<file path="src/rtl/uart_pkg.sv">
// Shared definitions for the UART transmit and receive paths.
// Contents: parity mode encodings, transmitter FSM state codes, the
// bit-counter width and a helper that derives clocks per bit.
package uart_pkg;

    // Parity mode encodings used by the PARITY parameter
    localparam int PARITY_NONE = 0;
    localparam int PARITY_EVEN = 1;
    localparam int PARITY_ODD  = 2;

    // Transmitter FSM states
    localparam logic [2:0] ST_IDLE   = 3'd0;
    localparam logic [2:0] ST_START  = 3'd1;
    localparam logic [2:0] ST_DATA   = 3'd2;
    localparam logic [2:0] ST_PARITY = 3'd3;
    localparam logic [2:0] ST_STOP   = 3'd4;

    // Counts up to 8 data bits or 2 stop bits
    localparam int BIT_CNT_W = 3;

    // Integer bit period in clocks; the remainder is dropped
    function automatic int clks_per_bit(input int clk_freq, input int baud);
        return clk_freq / baud;
    endfunction

endpackage

</file>
<file path="src/rtl/uart_baud_cnt.sv">
// Bit-period counter shared by the UART paths.
// Counts 0..CLKS_PER_BIT-1 and wraps, pulsing bit_done on the last count.
// Ports:
//   clk      system clock, rising edge
//   rst      asynchronous active-high reset, counter to 0
//   clear    hold the counter at 0 (used while the line is idle)
//   bit_done high on the final clock of a bit period
module uart_baud_cnt #(
    parameter int CLKS_PER_BIT = 1041
) (
    input  logic clk,
    input  logic rst,
    input  logic clear,
    output logic bit_done
);

    localparam int CNT_W = (CLKS_PER_BIT > 1) ? $clog2(CLKS_PER_BIT) : 1;
    localparam logic [CNT_W-1:0] LAST = CNT_W'(CLKS_PER_BIT - 1);

    logic [CNT_W-1:0] cnt;

    // Wrapping on bit_done is what reloads the count at each bit/state change
    assign bit_done = (cnt == LAST) && !clear;

    always_ff @(posedge clk or posedge rst) begin
        if (rst) begin
            cnt <= '0;
        end else if (clear || (cnt == LAST)) begin
            cnt <= '0;
        end else begin
            cnt <= cnt + 1'b1;
        end
    end

endmodule

</file>
<file path="src/rtl/uart_tx.sv">
// UART transmitter: serialises words from a valid/ready source into
// start / data (LSB first) / optional parity / stop frames.
// Ports:
//   clk_i    system clock, rising edge
//   rst_i    asynchronous active-high reset; aborts any frame
//   data_i   word to send, captured only on a handshake
//   valid_i  source offers data_i
//   ready_o  a word is accepted on this cycle's edge if valid_i is high
//   tx_o     serial line, idle high, driven straight from a flop
//   busy_o   a frame is in progress
module uart_tx
    import uart_pkg::*;
#(
    parameter int CLK_FREQ   = 10000000,
    parameter int BAUD       = 9600,
    parameter int DATA_WIDTH = 7,
    parameter int PARITY     = 0,
    parameter int STOP_BITS  = 1
) (
    input  logic                  clk_i,
    input  logic                  rst_i,
    input  logic [DATA_WIDTH-1:0] data_i,
    input  logic                  valid_i,
    output logic                  ready_o,
    output logic                  tx_o,
    output logic                  busy_o
);

    localparam int CLKS_PER_BIT = clks_per_bit(CLK_FREQ, BAUD);
    localparam logic [BIT_CNT_W-1:0] LAST_DATA = BIT_CNT_W'(DATA_WIDTH - 1);
    localparam logic [BIT_CNT_W-1:0] LAST_STOP = BIT_CNT_W'(STOP_BITS - 1);

    logic [2:0]            state;
    logic [BIT_CNT_W-1:0]  bit_cnt;
    logic [DATA_WIDTH-1:0] shreg;
    logic                  par_bit;
    logic                  bit_done;
    logic                  last_stop;
    logic                  xfer;

    function automatic logic parity_of(input logic [DATA_WIDTH-1:0] d);
        return (PARITY == PARITY_ODD) ? ~^d : ^d;
    endfunction

    uart_baud_cnt #(
        .CLKS_PER_BIT(CLKS_PER_BIT)
    ) u_baud (
        .clk      (clk_i),
        .rst      (rst_i),
        .clear    (state == ST_IDLE),
        .bit_done (bit_done)
    );

    assign last_stop = (bit_cnt == LAST_STOP);
    // Accepting on the final stop clock lets frames run back-to-back
    assign ready_o   = (state == ST_IDLE) ||
                       ((state == ST_STOP) && bit_done && last_stop);
    assign xfer      = valid_i && ready_o;
    assign busy_o    = (state != ST_IDLE);

    // tx_o is loaded with the level of the bit being entered, so the line
    // changes on the same edge as the state and never glitches.
    always_ff @(posedge clk_i or posedge rst_i) begin
        if (rst_i) begin
            state   <= ST_IDLE;
            bit_cnt <= '0;
            shreg   <= '0;
            par_bit <= 1'b0;
            tx_o    <= 1'b1;
        end else begin
            case (state)
                ST_IDLE: begin
                    if (xfer) begin
                        shreg   <= data_i;
                        par_bit <= parity_of(data_i);
                        bit_cnt <= '0;
                        state   <= ST_START;
                        tx_o    <= 1'b0;
                    end
                end
                ST_START: begin
                    if (bit_done) begin
                        state   <= ST_DATA;
                        bit_cnt <= '0;
                        tx_o    <= shreg[0];
                    end
                end
                ST_DATA: begin
                    if (bit_done) begin
                        if (bit_cnt == LAST_DATA) begin
                            bit_cnt <= '0;
                            if (PARITY != PARITY_NONE) begin
                                state <= ST_PARITY;
                                tx_o  <= par_bit;
                            end else begin
                                state <= ST_STOP;
                                tx_o  <= 1'b1;
                            end
                        end else begin
                            bit_cnt <= bit_cnt + 1'b1;
                            shreg   <= shreg >> 1;
                            // shreg[1] becomes shreg[0] after this shift
                            tx_o    <= shreg[1];
                        end
                    end
                end
                ST_PARITY: begin
                    if (bit_done) begin
                        state   <= ST_STOP;
                        bit_cnt <= '0;
                        tx_o    <= 1'b1;
                    end
                end
                ST_STOP: begin
                    if (bit_done) begin
                        if (last_stop) begin
                            bit_cnt <= '0;
                            if (xfer) begin
                                shreg   <= data_i;
                                par_bit <= parity_of(data_i);
                                state   <= ST_START;
                                tx_o    <= 1'b0;
                            end else begin
                                state   <= ST_IDLE;
                            end
                        end else begin
                            bit_cnt <= bit_cnt + 1'b1;
                        end
                    end
                end
                default: begin
                    state <= ST_IDLE;
                    tx_o  <= 1'b1;
                end
            endcase
        end
    end

endmodule

</file>
<file path="config.mk">
export PLATFORM = sky130hd
export DESIGN_NAME = uart_tx
export DESIGN_NICKNAME = d
export VERILOG_FILES = /design/src/rtl/uart_pkg.sv /design/src/rtl/uart_baud_cnt.sv /design/src/rtl/uart_tx.sv
export SDC_FILE = /design/constraint.sdc
export NUM_CORES = 1
export LEC_CHECK = 0
export BUFFER_PORTS_ARGS = -buffer_cell sky130_fd_sc_hd__buf_2
export CELL_PAD_IN_SITES_DETAIL_PLACEMENT = 0
export CELL_PAD_IN_SITES_GLOBAL_PLACEMENT = 1
export CORE_UTILIZATION = 40
export DETAILED_ROUTE_END_ITERATION = 6
export PLACE_DENSITY_LB_ADDON = 0.1
export RECOVER_POWER = 25
export REMOVE_ABC_BUFFERS = 1
export SYNTH_ARGS = -nofsm -noshare
export SYNTH_HDL_FRONTEND = slang
export SYNTH_SLANG_ARGS = --single-unit
</file>
<file path="constraint.sdc">
create_clock -name clk_i -period 2.3 [get_ports clk_i]
set_input_delay 0.115 -clock clk_i [delete_from_list [all_inputs] [get_ports clk_i]]
set_output_delay 0.115 -clock clk_i [all_outputs]
set_load 0.1 [all_outputs]
</file>
# Word level (Yosys, flattened, before mapping)
# Cells that the tools add are included.
# W data, S select, Z words.
classes:
  n_mux: 31
  add_sub_neg: 2
  eq_ne: 15
  n_reduce_logical: 17
op_table:
  columns: ["operator", "n"]
  rows:
  - ["$mux W3", 13]
  - ["$mux W7", 5]
  - ["$pmux W7 S3", 1]
  - ["$ne A2 B2 Y1 const B", 8]
  - ["$pmux W3 S5", 1]
  - ["$reduce_and A5 Y1", 3]
  - ["$pmux W3 S4", 1]
  - ["$add A11 B1 Y11 const B", 1]
  - ["$eq A11 B11 Y1 const B", 1]
  - ["$mux W11", 1]
  - ["$mux W1", 8]
  - ["$reduce_and A7 Y1", 1]
  - ["$eq A3 B2 Y1 const B", 2]
  - ["$eq A3 B3 Y1 const B", 2]
  - ["$logic_not A3 Y1", 2]
  - ["$reduce_bool A3 Y1", 2]
  - ["$pmux W1 S5", 1]
  - ["$logic_and A1 B1 Y1", 4]
  - ["$reduce_bool A4 Y1", 1]
  - ["$add A3 B1 Y3 const B", 1]
  - ["$eq A3 B1 Y1 const B", 1]
  - ["$logic_or A1 B1 Y1", 2]
  - ["$ne A2 B1 Y1 const B", 1]
  - ["$reduce_or A2 Y1", 1]
  - ["$logic_not A1 Y1", 1]
word_totals:
  in_bits: 10
  register_bits: 25
  output_inout_bits: 3

# Longest topological paths before layout
logic_depth:
  ltp_word: 11
  depth_mapped: 8
  mapped_depth_nobuf: 7

# Hierarchy
# A second synthesis with hierarchy kept.
hier_totals:
  cells_unflattened: 132
  area_unflattened_um2: 1448.9
by_module_without_submodules:
  columns: ["mod", "seq_area_each_um2", "cells_each", "area_per_inst_um2", "instances"]
  rows:
  - ["uart_tx", 351.6, 73, 880.8, 1]
  - ["uart_baud_cnt", 275.3, 59, 568.0, 1]

# Least setup slack after synthesis
# Ideal clock, no wire load.
synth_path:
  path_kind: "register to output"
  from: "register state[1]"
  to: "output port ready_o"
  path_slack_ns: -0.171
  stages_incl_launch_ff: 5
  t_arrival_ns: 2.356
  path_cell_list: "dfrtp_1 -> clkbuf_1 -> or3_1 -> nand2b_1 -> and3_1"
synth_between:
  elab_chain_cells: 6
  word_cells_on_any_way: 7
synth_rtl:
  columns: ["item", "line", "source"]
  rows:
  - ["start, declared", "uart_tx.sv:33", "logic [2:0] state;"]
  - ["start signal, assigned", "uart_tx.sv:65", "state <= ST_IDLE;"]
  - ["start signal, assigned", "uart_tx.sv:77", "state <= ST_START;"]
  - ["start signal, assigned", "uart_tx.sv:83", "state <= ST_DATA;"]
  - ["$logic_not A3 Y1", "uart_tx.sv:50, uart_tx.sv:56", null]
  - ["$logic_not A1 Y1", "uart_baud_cnt.sv:23", "assign bit_done = (cnt == LAST) && !clear;"]
  - ["$logic_and A1 B1 Y1", "uart_baud_cnt.sv:23", null]
  - ["$logic_and A1 B1 Y1 (2 in a row)", "uart_tx.sv:57", "((state == ST_STOP) && bit_done && last_stop);"]
  - ["$logic_or A1 B1 Y1 *", "uart_tx.sv:56", "assign ready_o = (state == ST_IDLE) ||"]
  - ["end, declared", "uart_tx.sv:24", "output logic ready_o,"]
# Mark *: on every way between the ends. The rest lies on a longest branch, timed or not.

# Worst setup path in the final report
layout_path:
  from: "register u_baud.cnt[3]"
  to: "output port ready_o"
layout_between:
  elab_chain_cells: 5
layout_rtl:
  columns: ["item", "line", "source"]
  rows:
  - ["start, declared", "uart_baud_cnt.sv:20", "logic [CNT_W-1:0] cnt;"]
  - ["start signal, assigned", "uart_baud_cnt.sv:31", "cnt <= cnt + 1'b1;"]
  - ["$eq A11 B11 Y1", "uart_baud_cnt.sv:23", null]
  - ["$logic_and A1 B1 Y1", "uart_baud_cnt.sv:23", null]
  - ["$logic_and A1 B1 Y1 (2 in a row)", "uart_tx.sv:57", null]
  - ["$logic_or A1 B1 Y1", "uart_tx.sv:56", null]
# No other way between the ends.

==> flow_summary.yaml <==
setup_path:
  worstPathArrival_ps: 2050
  start_kind: "register"
  endpoint_kind: "output port"
  reg2reg_slack_ps: 240
  crit_path_max_fanout: 4
  crit_type: "reg2out"
  worstPathRequired_ps: 2180
drt:
  postRouteAntennaNets: 0
  routedWlPerCell_um: 12.60
  vias_per_cell: 5.029
  vias: 1051
  wirelength_um: 2633
  first_pass_iters: 5
  drt_iter0_drc: 55
  drc_errors: 0
floorplanning:
  rows: 21
  io_pins: 13
  die_w_um: 61.09
  die-height_um: 61.09
  coreArea_um2: 3337
  floorplan.initialDensity_pct: 41.84
  dieArea_um2: 3731
cells_and_area:
  nets: 179
  final_cells: 209
  area_growth_pct: 13.71
  fill_cells: 331
  final_cell_area_um2: 1588
  antennaDiodeCount: 0
  drive_gt1_share_pct: 19.02
min_path:
  hp-class: "in2reg"
yosys:
  ys_seq_area_share_pct: 44.89
  synthCells: 146
  async_flop_share_pct: 100.0
  ys_seq_elements: 25
  postSynthAreaPerCell_um2: 9.564
  ys.flop_type: "dfrtp_1"
  synth_edf_count: 0
  yosysWarningCount: 0
  synth_area_um2: 1396
  synth.distinct_cells: 40
sta:
  worst_hold_slack_ps: 32.34
  finalCriticalPeriod_ps: 2170
  tightest_slew_ps: 1368
  report.final.slew_viol_count: 0
  setup_violations: 0
  fmax_ghz: 0.4608
  period_share_pct: 94.35
  tns_ps: 0
  finClkSkew_ps: 11.86
  hold_viol_final: 0
  rsz0062_at_grt: "false"
  max_slew_margin_pct: 8.822
cts:
  cts_buffers: 3
  cts.reportedPaths.clkPinSlew_ps: 150
  h-tree-depth: 1
  clk_latency_ps: 320
  clockBufferDepth: 2
  cts_root_buf: "clkbuf_4"
  cts_tree: "done"
  cts_sinks: 25
power:
  power_mw: 1.047
  p_leak_nw: 0.7291
  power_density_nw_per_um2: 659.3
  ir_worst_vdd_v: 0.0003074
placement:
  placed_cells: 203
  hpwlAfterDp_um: 1900
  dpl_cell_area_um2: 1531
  gp_congestion: 0.8098
  io_buffers: 12
global_route:
  grt_pass1_vias: 1030
  grt_usage_pct: 16.71
  antenna_found_initial: 0
  grt-ovfl-total: 0
  grt_start_max_net_pins: 26
  grt_pass1_wl_um: 4574
status:
  status: "complete, no violations"
job:
  cap_violations: 0
cells in the mapped netlist (2+ instances only):
cell,instances,area share (%)
dfrtp_1,24,43
o31ai_1,2,1.1
and3_1,4,1.8
nor2b_1,2,0.90
xor2_1,4,2.5
nand3_1,6,2.2
mux2i_1,8,5.7
xnor2_1,5,3.1
ha_1,5,4.5
nand2_1,16,4.3
o22ai_1,2,0.90
o21ai_2,3,1.9
o21ai_1,4,1.4
clkbuf_1,3,0.81
inv_1,9,2.4
nand2b_1,5,2.2
o21ai_0,3,1.1
nor2_1,19,5.1
cells in the final DEF (no fill, tap or decap), drive strengths merged, types with 5 or more instances in the layout:
master / instances
dfrtp: 24
nor2: 20
nand2: 16
buf: 16
o21ai: 10
inv: 9
mux2i: 8
nand3: 6
nand2b: 5
xnor2: 5
ha: 5
cell type report:
type                       count  area (um^2)  share of cell area (%)
timing repair buffer          18        118.9                   7.486
clock buffer                   3        22.52                   1.418
clock inverter                 1        5.005                  0.3152
inverter                       9        33.78                   2.128
tap                           46        57.56                   3.625
sequential                    25        626.9                   39.48
multi-input combinational    107        723.2                   45.55
critical path, cell delays in order (launching register included):
cell,delay [ps]
dfrtp_1,440
or4b_4,580
nor3_4,180
nand2b_1,150
and3_1,210
buf_12,180
kinds of logic (layout without fill, tap and decap cells):
group	count (synthesis)	count (layout)	synth area share (%)
and+or+nand+nor	61	61	22.04
DFF	25	25	44.89
AOI/OAI and AO/OA	23	23	12.01
buffers and inverters	14	31	4.390
xor gates and xnor gates	9	9	5.645
muxes	9	9	6.541
adders and majority gates	5	5	4.480
report_power, final:
group | internal [mW] | switching [mW]
Combinational | 0.0980 | 0.172
Clock | 0.0651 | 0.136
Sequential | 0.515 | 0.0609
state kept, by name, indices dropped and copies added (netlist names):
signal,cells
u_baud.cnt,11
shreg,7
bit_cnt,3
state,3
tx_o,1
per-layer routing:
layer	routed length (um)	vias up	track usage, %	share of wire (%)
met3	89	2	2.521	3.4
met2	1247	19	27.64	47
met4	13	0	6.169	0.49
met1	1282	499	22.21	49
li1	-	531	-	-
met5	0	-	0	0
worst paths after layout:
path | cells past startpoint | end | startpoint
worst max-delay path | 5 | ready_o | u_baud.cnt[3]
worst min-delay path | 3 | shreg[6] | data_i[6]
worst max register to register | 6 | tx_o | u_baud.cnt[3]
worst min register to register | 2 | shreg[0] | shreg[0]
max in group asynchronous | 4 | u_baud.cnt[7] | rst_i
min in group asynchronous | 4 | shreg[4] | rst_i
what timing repair did:
| action | CTS | global route |
|---|---|---|
| endpoints found under the hold margin | 24 | 0 |
| endpoints found under the setup margin | 1 | 2 |
| buffers inserted | 1 | 0 |
| pin swaps | 1 | 0 |
| gates resized for setup | 0 | 2 |
| hold buffers | 1 | 0 |
stage by stage:
| step | utilization [%] | setup slack (ps) |
|---|---|---|
| after detailed placement | 45.89 | 129.4 |
| final | 47.58 | 130.0 |
| after floorplan | - | -335.0 |
| after global placement | 45.89 | 212.2 |
| after global routing | 47.58 | 47.12 |
| after CTS | 47.24 | 63.17 |
Note: power is estimated with default switching activity, not from simulation.
